## src/rtl/stdp_learn.sv

```systemverilog
// Pair-based STDP synapse: nearest-neighbour pre/post timers drive a saturating 8-bit weight.
// Depression (pre-after-post) is compiled in only when STDP_LTD_EN is defined.
module stdp_learn #(
  parameter int unsigned WINDOW = 15,
  parameter logic [7:0]  W_INIT = 8'd128,
  parameter logic [7:0]  A_LTP  = 8'd16,
  parameter logic [7:0]  A_LTD  = 8'd16
) (
  input  logic       clk,
  input  logic       rst,
  input  logic       pre_spike,
  input  logic       post_spike,
  output logic [7:0] weight,
  output logic       update_w_flag,
  output logic [4:0] time_diff,
  output logic       ltp
);

  logic [4:0] r_pre_t, r_post_t;
  logic       r_pre_v, r_post_v;

  logic       w_pre_ok, w_post_ok;
  logic       w_pot, w_dep;
  logic [7:0] w_ltp_step;
  logic [8:0] w_sum;
  logic [7:0] w_pot_w;
  logic [7:0] w_dep_w;

  // A timer that has just reached WINDOW+1 is already expired, before its valid bit drops.
  assign w_pre_ok  = r_pre_v  && (r_pre_t  <= 5'(WINDOW));
  assign w_post_ok = r_post_v && (r_post_t <= 5'(WINDOW));

  assign w_pot      = post_spike && !pre_spike && w_pre_ok;
  assign w_ltp_step = A_LTP >> r_pre_t[4:2];
  assign w_sum      = {1'b0, weight} + {1'b0, w_ltp_step};
  assign w_pot_w    = w_sum[8] ? 8'hFF : w_sum[7:0];

`ifdef STDP_LTD_EN
  logic [7:0] w_ltd_step;
  logic [8:0] w_diff;
  assign w_dep      = pre_spike && !post_spike && w_post_ok;
  assign w_ltd_step = A_LTD >> r_post_t[4:2];
  assign w_diff     = {1'b0, weight} - {1'b0, w_ltd_step};
  assign w_dep_w    = w_diff[8] ? 8'h00 : w_diff[7:0];
`else
  assign w_dep   = 1'b0;
  assign w_dep_w = weight;
`endif

  always_ff @(posedge clk) begin
    if (rst) begin
      r_pre_t       <= '0;
      r_post_t      <= '0;
      r_pre_v       <= 1'b0;
      r_post_v      <= 1'b0;
      weight        <= W_INIT;
      update_w_flag <= 1'b0;
      time_diff     <= '0;
      ltp           <= 1'b0;
    end else begin
      if (pre_spike) begin
        r_pre_t <= 5'd1;
        r_pre_v <= 1'b1;
      end else if (w_pot) begin
        r_pre_v <= 1'b0;
      end else if (r_pre_v) begin
        if (r_pre_t > 5'(WINDOW)) r_pre_v <= 1'b0;
        else                      r_pre_t <= r_pre_t + 5'd1;
      end

      if (post_spike) begin
        r_post_t <= 5'd1;
        r_post_v <= 1'b1;
      end else if (w_dep) begin
        r_post_v <= 1'b0;
      end else if (r_post_v) begin
        if (r_post_t > 5'(WINDOW)) r_post_v <= 1'b0;
        else                       r_post_t <= r_post_t + 5'd1;
      end

      update_w_flag <= w_pot || w_dep;
      if (w_pot) begin
        weight    <= w_pot_w;
        time_diff <= r_pre_t;
        ltp       <= 1'b1;
      end else if (w_dep) begin
        weight    <= w_dep_w;
        time_diff <= r_post_t;
        ltp       <= 1'b0;
      end
    end
  end

endmodule

```

## config.mk

```make
export PLATFORM = sky130hd
export DESIGN_NAME = stdp_learn
export DESIGN_NICKNAME = d
export VERILOG_FILES = /design/src/rtl/stdp_learn.sv
export SDC_FILE = /design/constraint.sdc
export NUM_CORES = 1
export LEC_CHECK = 0
export BUFFER_PORTS_ARGS = -buffer_cell sky130_fd_sc_hd__clkbuf_2
export CAP_MARGIN = 10
export CELL_PAD_IN_SITES_DETAIL_PLACEMENT = 0
export CELL_PAD_IN_SITES_GLOBAL_PLACEMENT = 1
export CORE_ASPECT_RATIO = 0.75
export CORE_MARGIN = 5
export CORE_UTILIZATION = 40
export CTS_CLUSTER_DIAMETER = 120
export CTS_CLUSTER_SIZE = 28
export DETAILED_ROUTE_END_ITERATION = 8
export PLACE_DENSITY = 0.75
export SLEW_MARGIN = 20
export SYNTH_ARGS = -nofsm -noshare
export SYNTH_HDL_FRONTEND = slang
export SYNTH_SLANG_ARGS = --single-unit
```

## constraint.sdc

```tcl
create_clock -name clk -period 2.83 [get_ports clk]
set_clock_uncertainty 0.05 [all_clocks]
set_input_delay 0.1415 -clock clk [delete_from_list [all_inputs] [get_ports clk]]
set_output_delay 0.1415 -clock clk [all_outputs]
set_load 0.02 [all_outputs]
```

# Word level (Yosys, flattened, before mapping)
# Cells that the tools add are included.
[classes]
add_sub_neg = 2
mul = 0
div = 0
order_cmp = 2
n_eq_ne = 2
shifts = 1
n_mux = 9
n_bitwise = 2
n_reduce_logical = 8
[op_table]
columns = ["op", "count"]
rows = [
  ["$add A8 B8 Y9", 1],
  ["$mux W1", 8],
  ["$mux W8", 1],
  ["$shr A5 B3 Y8 const A", 1],
  ["$reduce_and A3 Y1", 2],
  ["$add A5 B1 Y5 const B", 1],
  ["$gt A5 B4 Y1 const B", 1],
  ["$le A5 B4 Y1 const B", 1],
  ["$ne A2 B2 Y1 const B", 2],
  ["$logic_and A1 B1 Y1", 3],
  ["$not A1 Y1", 2],
  ["$reduce_bool A2 Y1", 1],
  ["$reduce_or A2 Y1", 1],
  ["$logic_not A1 Y1", 1],
]
[word_totals]
register_bits = 21
latch_bits = 0
ram_bits = 0
rom_bits = 0
inputBits = 4
memories = 0

# Depth between registers and ports, before layout
[logic_depth]
word_depth = 5
mapped_depth = 9
depth_no_buf = 8

# Worst setup path after synthesis
# No wires, ideal clock.
[synth_path]
kind = "register -> register"
from = "reg r_pre_t[4]"
to = "reg weight[2]"
setup_time_ns = 0.133
arrival_ns = 1.977
slack_ns = 0.670
stages_incl_launch_ff = 9
synth_period_minus_slack_ns = 2.160
cell_sequence = "dfxtp_1 inv_1 and3_1 fa_1 a211o_1 a21oi_1 or3_1 clkbuf_1 a31oi_1"
[synth_via]
elab_chain_cells = 3
word_cells_on_any_way = 6
cone_classes = "add/sub (1); order compare (1); shift (1); mux (1); reduce/logical (2)"
[synth_rtl]
columns = ["item", "line_no", "source"]
rows = [
  ["start: declaration", "19", "logic [4:0] r_pre_t, r_post_t;"],
  ["start signal: assignment", "68", "else r_pre_t <= r_pre_t + 5'd1;"],
  ["$shr A5 B3 Y8 / $le A5 B4 Y1 (equally long branches)", "34, 30", ""],
  ["$add A8 B8 Y9 / $logic_and A1 B1 Y1 (equally long branches)", "35, 30", ""],
  ["$mux W8 / $logic_and A1 B1 Y1 (equally long branches)", "36, 33", ""],
  ["end signal: assignment", "83", "weight <= w_pot_w;"],
  ["end signal: assignment", "87", "weight <= w_dep_w;"],
  ["end: declaration", "13", "output logic [7:0] weight,"],
]
# Parallel ways exist; a longest one is shown, timed or not.
# A chain may end at the register's enable or synchronous reset.

# Worst setup path after layout
[layout_path]
from = "reg r_pre_t[2]"
to = "reg weight[7]"
# Same word-level chain as after synthesis.

==> out/metrics.yaml <==
power:
  powerDensity_nw_per_um2: 421
  peakVddDrop_v: 0.000277
  leakagePower_nw: 0.519
die:
  dieArea_um2: 4030
  die_x_um: 71.6
  start_util_pct: 42.8
  io-pin-count: 19
  core_area_um2: 2660
  core.rowCount: 16
  die_height_um: 56.2
global_route:
  grt-ovfl-total: 0
  grt_max_degree: 23
  grt_pass1_vias: 950
  antenna_found_initial: 0
  gr-usage-all-layers_pct: 14.2
  grt_pass1_wl_um: 4560
cts:
  insertion_delay_ps: 260
  cts_buffer_depth: 2
  clockRootBuffer: "clkbuf_8"
  clk_pin_slew_ps: 80
  cts_hold_buf: 0
  cts_resized: 0
  cts-htree-levels: 1
  clock-sinks: 21
  post_cts_buffers: 0
  cts_buffers: 3
  cts_tree: "done"
setup_path:
  worstPathCellList: "nor3_1 > ha_1 > fa_1 > a211oi_1 > o21ai_0 > or3_1 > o32a_1"
  cp_max_fo: 11
  worstSetupStartpointType: "flip-flop"
  slowest_stage: "dfxtp_1"
  ff2ff_setup_slack_ps: 320
  cp_data_required_time_ps: 2930
  path_class: "flip-flop to flip-flop"
  max_stage_delay_ps: 560
  end_kind: "flip-flop"
  arrival_ps: 2620
route:
  drt_wl_total_um: 2680
  vias: 1041
  routed_via_density: 5.57
  first_iter_violations: 67
  drt_pre_antenna_iters: 4
  ant_nets: 0
  drc: 0
  routedWlPerCell_um: 14.3
placement:
  gp_congestion: 0.829
  placed_area_um2: 1250
  port_buffers: 18
  dp_hpwl_um: 1980
  dp_cells: 183
final_layout:
  final_nets: 164
  drive_above_1_share_pct: 16.6
  num-fill-cells: 259
  stdcell_count: 187
  num_antenna_cells: 0
  design_area_um2: 1300
  syn2layout_area_growth_pct: 13.7
  final_util_pct: 48.7
worst_hold_path:
  hp-class: "primary input to flip-flop"
yosys:
  yosysSeqAreaShare_pct: 36.9
  synth_area_um2: 1140
  synth-seq-cells: 21
  synthCells: 135
  yosysUniqueCellTypes: 40
  syn_nets: 147
  avgSynthCellArea_um2: 8.44
  ys_warn_count: 0
timing:
  rsz0062_at_grt: "no"
  setup_tns_ps: 0
  post-route-min-period_ps: 2510
  hold_violations: 0
  fin_crit_sh_pct: 88.8
  worst_slew_pin_slew_ps: 445
  relSlewSlack_pct: 70.4
  slew_violations: 0
  fmax_ghz: 0.398
  whs_ps: 105
  finalSetupViolCount: 0
status:
  status: "completed"
job:
  drv_cap: 0
## cell usage after synthesis (all sizes together)
| cell type | n | share of area [%] |
|---|---|---|
| or3 | 3 | 1.6 |
| a41oi | 1 | 1.4 |
| o31ai | 1 | 0.66 |
| nand3b | 1 | 0.66 |
| o2111a | 1 | 0.99 |
| and3 | 2 | 1.1 |
| o2111ai | 2 | 2.1 |
| a31oi | 7 | 3.8 |
| nor2 | 11 | 3.6 |
| or2b | 1 | 0.66 |
| o211ai | 2 | 1.3 |
| fa | 1 | 1.8 |
| buf | 3 | 1.8 |
| a211o | 1 | 0.77 |
| o21a | 2 | 1.3 |
| a21oi | 8 | 3.5 |
| nand2 | 20 | 6.6 |
| a311oi | 1 | 0.77 |
| nand4 | 1 | 0.55 |
| dfxtp | 21 | 37 |
| nor4 | 1 | 0.55 |
| a21o | 1 | 0.66 |
| a211oi | 3 | 2.0 |
| nor2b | 2 | 1.1 |
| o32a | 1 | 0.88 |
| nor3b | 2 | 1.3 |
| ha | 7 | 7.7 |
| clkbuf | 4 | 1.3 |
| nand3 | 3 | 1.3 |
| a2111oi | 1 | 0.77 |
| mux2i | 1 | 0.88 |
| nor3 | 4 | 1.8 |
| nand2b | 1 | 0.55 |
| o21bai | 2 | 1.3 |
| xor2 | 3 | 2.3 |
| o21ai | 4 | 1.8 |
| inv | 4 | 1.3 |
| or4 | 1 | 0.66 |
## cells in the final DEF, fill, tap and decap left out, drive strengths merged, types with 2 or more instances in the layout
cell type,n
dfxtp,21
clkbuf,21
nand2,20
nor2,11
a21oi,8
a31oi,7
ha,7
inv,4
nor3,4
o21ai,4
xor2,3
nand3,3
or3,3
a211oi,3
and3,2
nor3b,2
nor2b,2
o211ai,2
o21a,2
o21bai,2
o2111ai,2
## where the power goes
part           internal, mW  switching [mW]  total, mW
clock                0.0994          0.0991      0.199
combinational        0.0141          0.0258     0.0399
sequential            0.300         0.00700      0.307
## cell families after synthesis
group | Yosys count | synth area share (%)
adder cells (fa/ha/maj) | 8 | 9.44
buffers and inverters | 11 | 4.39
AND/OR/NAND/NOR | 53 | 22.1
flip-flops | 21 | 36.9
AO/OA/AOI/OAI | 38 | 24.0
multiplexers | 1 | 0.878
XOR/XNOR | 3 | 2.31
## state kept, by name, indices dropped and copies added (netlist names)
name / flops
ltp: 1
r_pre_v: 1
r_pre_t: 5
weight: 8
update_w_flag: 1
time_diff: 5
## per-stage QoR
| step | setup WS (ps) | total power, mW |
|---|---|---|
| finish | 316 | 0.546 |
| CTS | 318 | 0.553 |
| global placement | 363 | 0.353 |
| detailed placement | 352 | 0.353 |
| floorplan | 670 | 0.340 |
| global route | 193 | 0.569 |
## routing by layer
layer | up-vias | global-route usage (%) | wire [um]
li1 | 529 | - | -
met1 | 465 | 20.1 | 1360
met2 | 41 | 20.2 | 1110
met3 | 6 | 4.51 | 177
met4 | 0 | 4.83 | 25
met5 | - | 0 | 0
## worst max-delay path: cells and delay by family (launching register included)
family                   cells  cell delay, ps
AO/OA/AOI/OAI                3             700
adder cells (fa/ha/maj)      2             660
AND/OR/NAND/NOR              2             430
flip-flops                   1             560
## layout make-up
class | instances | area (um^2) | share of cell area, %
tap | 36 | 45.0 | 3.47
clock buffer | 3 | 41.3 | 3.19
clock inverter | 1 | 7.51 | 0.579
sequential | 21 | 420 | 32.4
multi-input combinational | 103 | 669 | 51.6
timing repair buffer | 19 | 97.6 | 7.53
inverter | 4 | 15.0 | 1.16
## path summary, 6_finish.rpt
check	from	end	cells after the start
setup / recovery	r_pre_t[2]	weight[7]	7
setup reg to reg	r_pre_t[2]	weight[7]	7
hold / removal	pre_spike	r_pre_t[2]	2
hold reg to reg	time_diff[0]	time_diff[0]	2
Note: power is estimated with default switching activity, not from simulation.
